==> config.mk <==
export PLATFORM = sky130hd
export DESIGN_NAME = pps_phase_meter
export DESIGN_NICKNAME = d
export VERILOG_FILES = /design/src/rtl/pps_meter_pkg.sv /design/src/rtl/pps_edge_sync.sv /design/src/rtl/pps_phase_meter.sv
export SDC_FILE = /design/constraint.sdc
export NUM_CORES = 1
export LEC_CHECK = 0
export CAP_MARGIN = 20
export CORE_UTILIZATION = 60
export CTS_CLUSTER_DIAMETER = 200
export DETAILED_ROUTE_END_ITERATION = 8
export DONT_BUFFER_PORTS = 1
export PLACE_DENSITY = 0.76
export SYNTH_ARGS = -nofsm -noshare
export SYNTH_HDL_FRONTEND = slang
export SYNTH_SLANG_ARGS = --single-unit
==> constraint.sdc <==
create_clock -name CLK_Sys -period 8.5 [get_ports CLK_Sys]
set_clock_uncertainty 0.1 [all_clocks]
set_input_delay 1.275 -clock CLK_Sys [delete_from_list [all_inputs] [get_ports CLK_Sys]]
set_output_delay 1.275 -clock CLK_Sys [all_outputs]
set_load 0.005 [all_outputs]
==> src/rtl/pps_meter_pkg.sv <==
// Shared types for the 1PPS phase meter.
//   meter_state_e : measurement FSM states
//   AVG_LOG2_DEF  : default log2 of samples per average
//   SAMPLE_N      : default samples per average
//   sample_n()    : samples per average for a given log2
package pps_meter_pkg;

  typedef enum logic [1:0] {
    StIdle,
    StWaitLoc,
    StWaitGps
  } meter_state_e;

  localparam int unsigned AVG_LOG2_DEF = 3;
  localparam int unsigned SAMPLE_N     = 1 << AVG_LOG2_DEF;

  function automatic int unsigned sample_n(input int unsigned log2);
    return 1 << log2;
  endfunction

endpackage

==> src/rtl/pps_edge_sync.sv <==
// Brings an asynchronous 1PPS level into the CLK_Sys domain and turns its rising edge
// into a single-cycle pulse. Latency is fixed, so two instances keep relative timing.
//   CLK_Sys  : system clock
//   CLK_Rst  : asynchronous active-low reset
//   i_pps    : asynchronous PPS level
//   o_pulse  : one-cycle pulse per rising edge
module pps_edge_sync
  import pps_meter_pkg::*;
(
  input  logic CLK_Sys,
  input  logic CLK_Rst,
  input  logic i_pps,
  output logic o_pulse
);

  logic [1:0] r_sync;
  logic       r_dly;

  always_ff @(posedge CLK_Sys or negedge CLK_Rst) begin
    if (!CLK_Rst) begin
      r_sync <= 2'b00;
      r_dly  <= 1'b0;
    end else begin
      r_sync <= {r_sync[0], i_pps};
      r_dly  <= r_sync[1];
    end
  end

  assign o_pulse = r_sync[1] & ~r_dly;

endmodule

==> src/rtl/pps_phase_meter.sv <==
// Measures signed GPS-vs-local 1PPS phase in CLK_Sys cycles, averages 2^AVG_LOG2 samples,
// tracks GPS presence with a timeout and flags measurements that exceed the window.
//   CLK_Sys / CLK_Rst           : clock, asynchronous active-low reset
//   i_1PPS_GPS / i_1PPS_Local   : asynchronous PPS inputs
//   o_GPS_Exist                 : GPS 1PPS present
//   o_phase_valid / o_phase_val : strobe + signed phase (positive: local lags GPS)
//   o_avg_valid / o_phase_avg   : strobe + signed floor average
//   o_overflow                  : strobe, window expired and sample discarded
module pps_phase_meter
  import pps_meter_pkg::*;
#(
  parameter int unsigned CNT_W    = 24,
  parameter int unsigned AVG_LOG2 = AVG_LOG2_DEF,
  parameter int unsigned MAX_WIN  = 5_000_000,
  parameter int unsigned TIMEOUT  = 12_000_000
) (
  input  logic             CLK_Sys,
  input  logic             CLK_Rst,
  input  logic             i_1PPS_GPS,
  input  logic             i_1PPS_Local,
  output logic             o_GPS_Exist,
  output logic             o_phase_valid,
  output logic [CNT_W:0]   o_phase_val,
  output logic             o_avg_valid,
  output logic [CNT_W:0]   o_phase_avg,
  output logic             o_overflow
);

  localparam int unsigned VAL_W   = CNT_W + 1;
  localparam int unsigned ACC_W   = CNT_W + 1 + AVG_LOG2;
  localparam int unsigned NS_W    = AVG_LOG2 + 1;
  localparam int unsigned EX_W    = $clog2(TIMEOUT + 1);
  localparam int unsigned SampleN = sample_n(AVG_LOG2);

  localparam logic [CNT_W-1:0] MaxWin  = CNT_W'(MAX_WIN);
  localparam logic [EX_W-1:0]  Timeout = EX_W'(TIMEOUT);
  localparam logic [NS_W-1:0]  NFull   = NS_W'(SampleN);

  logic w_gps_p, w_loc_p, w_loc_ok, w_exist_drop;

  pps_edge_sync u_sync_gps (
    .CLK_Sys (CLK_Sys),
    .CLK_Rst (CLK_Rst),
    .i_pps   (i_1PPS_GPS),
    .o_pulse (w_gps_p)
  );

  pps_edge_sync u_sync_loc (
    .CLK_Sys (CLK_Sys),
    .CLK_Rst (CLK_Rst),
    .i_pps   (i_1PPS_Local),
    .o_pulse (w_loc_p)
  );

  // GPS presence timer
  logic [EX_W-1:0] r_exist_cnt, w_exist_cnt_d;
  logic            r_gps_exist, w_gps_exist_d;

  always_comb begin
    w_exist_cnt_d = r_exist_cnt;
    w_gps_exist_d = r_gps_exist;
    if (w_gps_p) begin
      w_exist_cnt_d = '0;
      w_gps_exist_d = 1'b1;
    end else begin
      if (r_exist_cnt != Timeout) w_exist_cnt_d = r_exist_cnt + EX_W'(1);
      if (w_exist_cnt_d == Timeout) w_gps_exist_d = 1'b0;
    end
  end

  assign w_exist_drop = r_gps_exist & ~w_gps_exist_d;
  // Without GPS there is nothing to measure against, so a lone local edge is ignored.
  assign w_loc_ok     = w_loc_p & r_gps_exist;

  // Measurement FSM
  meter_state_e     r_state, w_state_d;
  logic [CNT_W-1:0] r_cnt, w_cnt_d;
  logic [CNT_W:0]   r_phase_val, w_phase_val_d;
  logic             r_phase_valid, w_phase_valid_d;
  logic             r_overflow, w_overflow_d;

  always_comb begin
    w_state_d       = r_state;
    w_cnt_d         = r_cnt;
    w_phase_val_d   = r_phase_val;
    w_phase_valid_d = 1'b0;
    w_overflow_d    = 1'b0;
    if (w_exist_drop) begin
      w_state_d = StIdle;
      w_cnt_d   = '0;
    end else begin
      unique case (r_state)
        StIdle: begin
          if (w_gps_p && w_loc_ok) begin
            w_phase_val_d   = '0;
            w_phase_valid_d = 1'b1;
          end else if (w_gps_p) begin
            w_state_d = StWaitLoc;
            w_cnt_d   = CNT_W'(1);
          end else if (w_loc_ok) begin
            w_state_d = StWaitGps;
            w_cnt_d   = CNT_W'(1);
          end
        end
        StWaitLoc, StWaitGps: begin
          // Closing pulse beats both a restart and the window limit.
          if ((r_state == StWaitLoc) ? w_loc_p : w_gps_p) begin
            w_phase_val_d   = (r_state == StWaitLoc) ? {1'b0, r_cnt} : -{1'b0, r_cnt};
            w_phase_valid_d = 1'b1;
            w_state_d       = StIdle;
            w_cnt_d         = '0;
          end else if ((r_state == StWaitLoc) ? w_gps_p : w_loc_p) begin
            w_cnt_d = CNT_W'(1);
          end else if (r_cnt == MaxWin) begin
            w_overflow_d = 1'b1;
            w_state_d    = StIdle;
            w_cnt_d      = '0;
          end else begin
            w_cnt_d = r_cnt + CNT_W'(1);
          end
        end
        default: w_state_d = StIdle;
      endcase
    end
  end

  // Averager
  logic signed [ACC_W-1:0] r_acc, w_acc_d;
  logic [NS_W-1:0]         r_nsamp, w_nsamp_d;
  logic [CNT_W:0]          r_phase_avg, w_phase_avg_d;
  logic                    r_avg_valid, w_avg_valid_d;

  always_comb begin
    w_acc_d       = r_acc;
    w_nsamp_d     = r_nsamp;
    w_phase_avg_d = r_phase_avg;
    w_avg_valid_d = 1'b0;
    if (w_exist_drop) begin
      w_acc_d   = '0;
      w_nsamp_d = '0;
    end else begin
      if (r_nsamp == NFull) begin
        w_phase_avg_d = VAL_W'(r_acc >>> AVG_LOG2);
        w_avg_valid_d = 1'b1;
        w_acc_d       = '0;
        w_nsamp_d     = '0;
      end
      if (r_phase_valid) begin
        w_acc_d   = w_acc_d + ACC_W'($signed(r_phase_val));
        w_nsamp_d = w_nsamp_d + NS_W'(1);
      end
    end
  end

  always_ff @(posedge CLK_Sys or negedge CLK_Rst) begin
    if (!CLK_Rst) begin
      r_exist_cnt   <= '0;
      r_gps_exist   <= 1'b0;
      r_state       <= StIdle;
      r_cnt         <= '0;
      r_phase_val   <= '0;
      r_phase_valid <= 1'b0;
      r_overflow    <= 1'b0;
      r_acc         <= '0;
      r_nsamp       <= '0;
      r_phase_avg   <= '0;
      r_avg_valid   <= 1'b0;
    end else begin
      r_exist_cnt   <= w_exist_cnt_d;
      r_gps_exist   <= w_gps_exist_d;
      r_state       <= w_state_d;
      r_cnt         <= w_cnt_d;
      r_phase_val   <= w_phase_val_d;
      r_phase_valid <= w_phase_valid_d;
      r_overflow    <= w_overflow_d;
      r_acc         <= w_acc_d;
      r_nsamp       <= w_nsamp_d;
      r_phase_avg   <= w_phase_avg_d;
      r_avg_valid   <= w_avg_valid_d;
    end
  end

  assign o_GPS_Exist   = r_gps_exist;
  assign o_phase_valid = r_phase_valid;
  assign o_phase_val   = r_phase_val;
  assign o_avg_valid   = r_avg_valid;
  assign o_phase_avg   = r_phase_avg;
  assign o_overflow    = r_overflow;

endmodule

==> metrics.txt, run 1 <==
status completed; WL/cell ~16 um; Async S/R FF share, synth between 90% and 100%; RSZ-0062 raised after global routing false; CTS tree done; Synth cell types 78; Core ar. between 10000 and 15000 um2; Mapped Area about 8800 um2; Detailed Routing Iterations Pass 1 5; pin count of the biggest net entering global routing approximately 140; Final nets roughly 1000; Port Buf Inserts 0; Setup Fix Bufs, Post-CTS 0; nature of the critical path startpoint flip-flop; power density over the cells 324 nW/um2; crit path cell chain or4b_2, and2_1, ha_1, fa_1, a21o_1, a21oi_1, o21bai_1, a21o_1, a31oi_1, a21oi_1, o41ai_1, mux2_2, a21oi_1; DRT antenna net count 0; Post-DP HPWL 12800 um; reg-to-reg startpoint r_nsamp[0]$_DFF_PN0_; DRT iter0 DRCs 450; vias per cell approximately 6.1; routed wire length ~19000 um; Crit path arrival time between 4 and 5 ns; TritonCTS Sinks between 100 and 150; Crit path buffers/inverters 0; maximum clock path buffer count 2; final core occ 67.1%; Pleak roughly 4.2 nW; Main synth FF type dfrtp_1; Post-CTS Resized 0; share of post-route cells with drive strength above 1 under 10%; #FFs+latches synth ~140; initial core utilization a little over three fifths; synthesized net count approximately 1000; fin cells roughly 1100; syn avg cell area ~9.1 um2; CP endpoint kind flip-flop; WP data required 8.76 ns; Die X 123 um; setup TNS 0 ns; pins over their slew limit 0; Hold Path Origin u_sync_gps.r_sync[0]$_DFF_PN0_; Final GP Congestion 0.897; vias in the first global route about 6300; actual slew at the worst max-slew pin 0.953 ns; CP max FO 30; Area growth syn-to-layout 7.01%; CP top delay family compound AO/OA/AOI/OAI gates; first-pass GRT wire length ~31000 um; clk slew on worst S/H paths 0.06 ns; EDFF count, synth 0; Setup CP Type flip-flop to flip-flop; minimum clock period around 4.5 ns; initial antenna violation count 0; Seq/Total Area, Yosys 40.2%; n_diodes 0; Setup crit start r_nsamp[0]$_DFF_PN0_; # hold bufs at CTS 0; Inst Count DP around 1100; Total GRT Usage a little over a quarter; Synth warnings 0; Tot Pwr roughly 3.1 mW; clock root buffer clkbuf_16; final setup fails 0; Worst VDD drop about 0.16 mV; die height around 120 um; final hold viol count 0; post-synthesis cell count 968; die area between 15000 and 20000 um2; latest clock arrival within the worst-skew pair 0.43 ns; Max-cap violations 0; worst min path class flip-flop to flip-flop; H-tree Lvls 4; Max Fclk 223 MHz; Worst path max stage delay 1.01 ns; dominant cell type by count on the critical path a21oi_1; max_slew headroom 36.5%; via count about 7000; Final period util 52.9%; grt total ovfl 0; Slowest-stage cell, CP or4b_2; IO Pins between 50 and 60; CTS buffer count 17; # DRC 0; Rows 43
## synth_stat cells (4+ instances only)
cell | n | share of area [%]
mux2_1 | 9 | 1.1
nand3b_1 | 5 | 0.42
nor3_1 | 24 | 1.4
or2_2 | 4 | 0.28
ha_1 | 35 | 5.0
inv_1 | 33 | 1.4
dfrtp_1 | 142 | 40
nand2_1 | 114 | 4.8
a22o_1 | 8 | 0.79
o2bb2a_1 | 11 | 1.2
a31oi_1 | 9 | 0.64
nor2_1 | 77 | 3.3
xor2_1 | 19 | 1.9
a21oi_1 | 60 | 3.4
nor2b_1 | 8 | 0.57
o22ai_1 | 7 | 0.50
and2_1 | 35 | 2.5
mux2_2 | 19 | 2.4
nor3b_1 | 4 | 0.34
nor4_1 | 10 | 0.71
o21bai_1 | 7 | 0.59
mux2i_1 | 10 | 1.1
a21o_1 | 10 | 0.85
buf_2 | 10 | 0.57
o31ai_2 | 4 | 0.57
or3_1 | 7 | 0.50
buf_1 | 8 | 0.34
o21ai_0 | 38 | 2.2
a211oi_1 | 7 | 0.59
buf_6 | 7 | 0.89
xnor2_1 | 48 | 4.8
nand2b_1 | 12 | 0.85
clkbuf_1 | 31 | 1.3
nand3_1 | 28 | 1.6
o31ai_1 | 30 | 2.5
and3_1 | 13 | 0.92
nand4_1 | 9 | 0.64
## placed cells by master (no fill, tap or decap), types with 9 or more instances in the layout
master,netlist,layout
dfrtp_1,142,142
nand2_1,114,114
nor2_1,77,77
a21oi_1,60,60
xnor2_1,48,48
o21ai_0,38,38
and2_1,35,35
ha_1,35,35
inv_1,33,33
o31ai_1,30,30
nand3_1,28,28
nor3_1,24,23
xor2_1,19,19
mux2_2,19,19
clkbuf_16,0,17
and3_1,13,13
nand2b_1,12,12
o2bb2a_1,11,11
mux2i_1,10,10
nor4_1,10,10
a21o_1,10,10
nand4_1,9,9
a31oi_1,9,9
mux2_1,9,9
## worst reg2reg max path, delay by kind of cell (launching register included)
family	cells	cell delay, ns
AOI/OAI and AO/OA	8	1.59
adders and majority gates	2	0.63
DFF	1	0.42
muxes	1	0.37
and+or+nand+nor	2	1.31
## final timing paths
kind                                             endpoint  slack, ns  depth (start not counted)
setup / recovery                      r_acc[24]$_DFF_PN0_       4.01                         13
hold / removal             u_sync_gps.r_sync[1]$_DFF_PN0_       0.25                          0
setup reg to reg                      r_acc[24]$_DFF_PN0_       4.01                         13
hold reg to reg            u_sync_gps.r_sync[1]$_DFF_PN0_       0.25                          0
max in group asynchronous        r_exist_cnt[8]$_DFF_PN0_       7.50                          0
min in group asynchronous            r_nsamp[1]$_DFF_PN0_       0.44                          0
## sequential cells by signal, summed over array words and instances, names as in the netlist, 2 cells and up
signal             cells
o_phase_avg           25
o_phase_val           25
r_acc                 28
r_cnt                 24
r_exist_cnt           24
r_nsamp                4
r_state                2
u_sync_gps.r_sync      2
u_sync_loc.r_sync      2
## logic make-up after synthesis
group | count (synthesis) | synth area share (%)
and+or+nand+nor | 378 | 22.2
adders and majority gates | 36 | 5.18
buffers and inverters | 92 | 4.74
xor gates and xnor gates | 67 | 6.64
muxes | 38 | 4.70
DFF | 142 | 40.2
AOI/OAI and AO/OA | 215 | 16.3
## area by class of cell
type	count	area, um2
Tap cell	180	225
Sequential cell	142	3550
Inverter	33	124
Clock inverter	13	164
Fill cell	1124	4640
Clock buffer	19	453
Multi-Input combinational cell	734	4870
Timing Repair Buffer	6	65.1
## metrics by stage
| stage | area (um2) | setup WS, ns | hold WS (ns) |
|---|---|---|---|
| finish | 9460 | 4.01 | 0.246 |
| global route | 9460 | 3.64 | 0.252 |
| CTS | 9430 | 4.00 | 0.250 |
| detailed placement | 8810 | 4.02 | 0.236 |
| global placement | 8810 | 4.10 | 0.233 |
| floorplan | 8840 | 4.56 | 0.231 |
## where the power goes
part	switching [mW]	internal [mW]
Clock	0.291	0.477
Sequential	0.152	0.841
Combinational	0.764	0.534
Total	1.21	1.85
## routing by layer
layer	global-route usage [%]	wire, um	up-vias
met1	35.1	8600	3318
met4	10.9	455	0
met5	0	0	-
met3	4.98	764	39
li1	-	-	3357
met2	42.1	8770	153
No activity file was read; power rests on OpenSTA's default activity.
==> run 2, diff against run 1 <==
--- a/config.mk
+++ b/config.mk
@@ -6,7 +6,7 @@
 export NUM_CORES = 1
 export LEC_CHECK = 0
 export CAP_MARGIN = 20
-export CORE_UTILIZATION = 60
+export CORE_UTILIZATION = 58
 export CTS_CLUSTER_DIAMETER = 200
 export DETAILED_ROUTE_END_ITERATION = 8
 export DONT_BUFFER_PORTS = 1
==> constraint.sdc (replaced) <==
create_clock -name CLK_Sys -period 3.95 [get_ports CLK_Sys]
set_clock_uncertainty 0.1 [all_clocks]
set_input_delay 0.5925 -clock CLK_Sys [delete_from_list [all_inputs] [get_ports CLK_Sys]]
set_output_delay 0.5925 -clock CLK_Sys [all_outputs]
set_load 0.005 [all_outputs]
==> run 2 against run 1 <==
Compared with the run above:
- the flow now finishes with violations (design-rule violations, negative hold slack)
- die area increased by 3.4%
- hold slack got worse by 0.48 ns
- routed wire length increased by 7.6%
- largest cell class unchanged
==> metrics.txt, run 2 (synthesized netlist as in run 1, its figures left out) <==
DRT iter0 DRCs 624 (was 450); clock root buffer clkbuf_16 (unchanged); first-pass GRT wire length 33800 um (was 31200 um); share of post-route cells with drive strength above 1 11.2% (was 8.76%); commonest cells after routing, fill and taps aside 142 x dfrtp_1, 114 x nand2_1, 77 x nor2_1 (unchanged); Final period util 97.8% (was 52.9%); Slowest-stage cell, CP or4b_4 (was or4b_2); crit path cell chain or4b_4, buf_6, and2_1, ha_1, a21oi_2, o211ai_1, or4_1, a31oi_1, o21ai_1, buf_4, a21boi_1, o31ai_1, a22o_1, a21oi_1 (was or4b_2, and2_1, ha_1, fa_1, a21o_1, a21oi_1, o21bai_1, a21o_1, a31oi_1, a21oi_1, o41ai_1, mux2_2, a21oi_1); nature of the critical path startpoint flip-flop (unchanged); latest clock arrival within the worst-skew pair 0.43 ns (about the same); RSZ-0062 raised after global routing true (was false); max_slew headroom 54.1% (was 36.5%); die area 15700 um2 (was 15200 um2); pin count of the biggest net entering global routing 143 (unchanged); leading cell type in the layout, fill and taps excluded dfrtp_1 (unchanged); H-tree Lvls 4 (unchanged); n_diodes 0 (unchanged); WP data required 4.19 ns (was 8.76 ns); area of the multi-input gates 4900 um2 (was 4870 um2); pins over their slew limit 0 (unchanged); final setup fails 0 (unchanged); maximum clock path buffer count 2 (unchanged); vias in the first global route 6978 (was 6321); status finished, violations left (was completed); fin cells 1154 (was 1127); DRT antenna net count 0 (unchanged); Total GRT Usage 26.8% (was 26.4%); CP max FO 26 (was 30); CTS buffer count 17 (unchanged); routed wire length 20000 um (was 18600 um); via count 7080 (was 6867); Area growth syn-to-layout 9.87% (was 7.01%); pre-CTS setup slack -0.141 ns (was 4.02 ns); initial antenna violation count 0 (unchanged); worst min path class input port to async pin (was flip-flop to flip-flop); r2r worst-path depth 14 (was 13); FF-to-FF End r_acc[27]$_DFF_PN0_ (was r_acc[24]$_DFF_PN0_); # DRC 8 (was 0); final core occ 66.0% (was 67.1%); Port Buf Inserts 0 (unchanged); Reg area 3550 um2 (unchanged); Post-DP HPWL 13800 um (was 12800 um); Crit path arrival time 4.11 ns (was 4.75 ns); Filler cells 1161 (was 1124); Core ar. 14700 um2 (was 14100 um2); Inst Count DP 1124 (was 1094); WL/cell 17.3 um (was 16.5 um); minimum clock period 3.86 ns (was 4.49 ns); IO Pins 58 (unchanged); vias per cell 6.14 (was 6.09); Die X 125 um (was 123 um); Crit path buffers/inverters 2 (was 0); Hold Slack -0.238 ns (was 0.246 ns); Tot Pwr 6.94 mW (was 3.06 mW); initial core utilization 60.1% (was 62.7%); Detailed Routing Iterations Pass 1 9 (was 5); die height 125 um (was 123 um); Worst VDD drop 0.329 mV (was 0.164 mV); CP endpoint kind flip-flop (unchanged); Pleak 4.35 nW (was 4.20 nW); Setup CP Type flip-flop to flip-flop (unchanged); CTS tree done (unchanged); Worst path max stage delay 0.58 ns (was 1.01 ns); failing checks design-rule violations, negative hold slack; grt total ovfl 0 (unchanged); reg-to-reg startpoint r_nsamp[0]$_DFF_PN0_ (unchanged); final hold viol count 142 (was 0); Rows 44 (was 43); TritonCTS Sinks 142 (unchanged); Reg2Reg Setup Slack 0.09 ns (was 4.01 ns); Max Fclk 259 MHz (was 223 MHz); Reg with most FFs r_acc (unchanged); max reg flops 28 (unchanged); Setup Fix Bufs, Post-CTS 0 (unchanged); Final GP Congestion 0.963 (was 0.897); Final nets 999 (was 974); dpl cell area 9040 um2 (was 8810 um2); clk slew on worst S/H paths 0.06 ns (about the same); power density over the cells 715 nW/um2 (was 324 nW/um2); final instance area 9710 um2 (was 9460 um2); CP top delay family compound AO/OA/AOI/OAI gates (unchanged); actual slew at the worst max-slew pin 0.688 ns (was 0.953 ns); Setup WS post-layout 0.0855 ns (was 4.01 ns); Max-cap violations 0 (unchanged); setup TNS 0 ns (unchanged)
[run 2: worst max path at each step]
stage                         start                  end  slack [ns]  cells past startpoint
2_1_floorplan  r_nsamp[0]$_DFF_PN0_  r_acc[24]$_DFF_PN0_        0.01                     14
3_3_place_gp   r_nsamp[0]$_DFF_PN0_  r_acc[27]$_DFF_PN0_     -0.0008                     14
3_5_place_dp   r_nsamp[0]$_DFF_PN0_  r_acc[27]$_DFF_PN0_       -0.14                     14
4_1_cts        r_nsamp[0]$_DFF_PN0_  r_acc[25]$_DFF_PN0_        0.13                     13
5_1_grt        r_nsamp[0]$_DFF_PN0_  r_acc[25]$_DFF_PN0_       -0.02                     13
6_report       r_nsamp[0]$_DFF_PN0_  r_acc[27]$_DFF_PN0_        0.09                     14
[run 2: power breakdown]
part	switching (mW)	leakage (nW)	internal (mW)
logic	1.76	2.16	1.30
clock network	0.605	0.301	1.13
registers	0.333	1.89	1.81
total	2.70	4.35	4.24
[run 2: area by class of cell]
type	count	area share [%]
clock buffer	19	4.56
clock inverter	11	1.97
inverter	33	1.28
multi-input combinational	734	50.5
sequential	142	36.6
tap	184	2.37
timing repair buffer	31	2.69
[run 2: what timing repair did]
action	CTS	global route
endpoints found under the hold margin	142	142
endpoints found under the setup margin	5	4
resized for setup	5	4
[run 2: per-layer routing]
layer | vias up | wire length, um | global-route usage [%]
li1 | 3403 | - | -
met1 | 3429 | 8870 | 33.5
met2 | 198 | 9680 | 44.8
met3 | 50 | 873 | 5.52
met4 | 0 | 569 | 11.6
met5 | - | 0 | 0
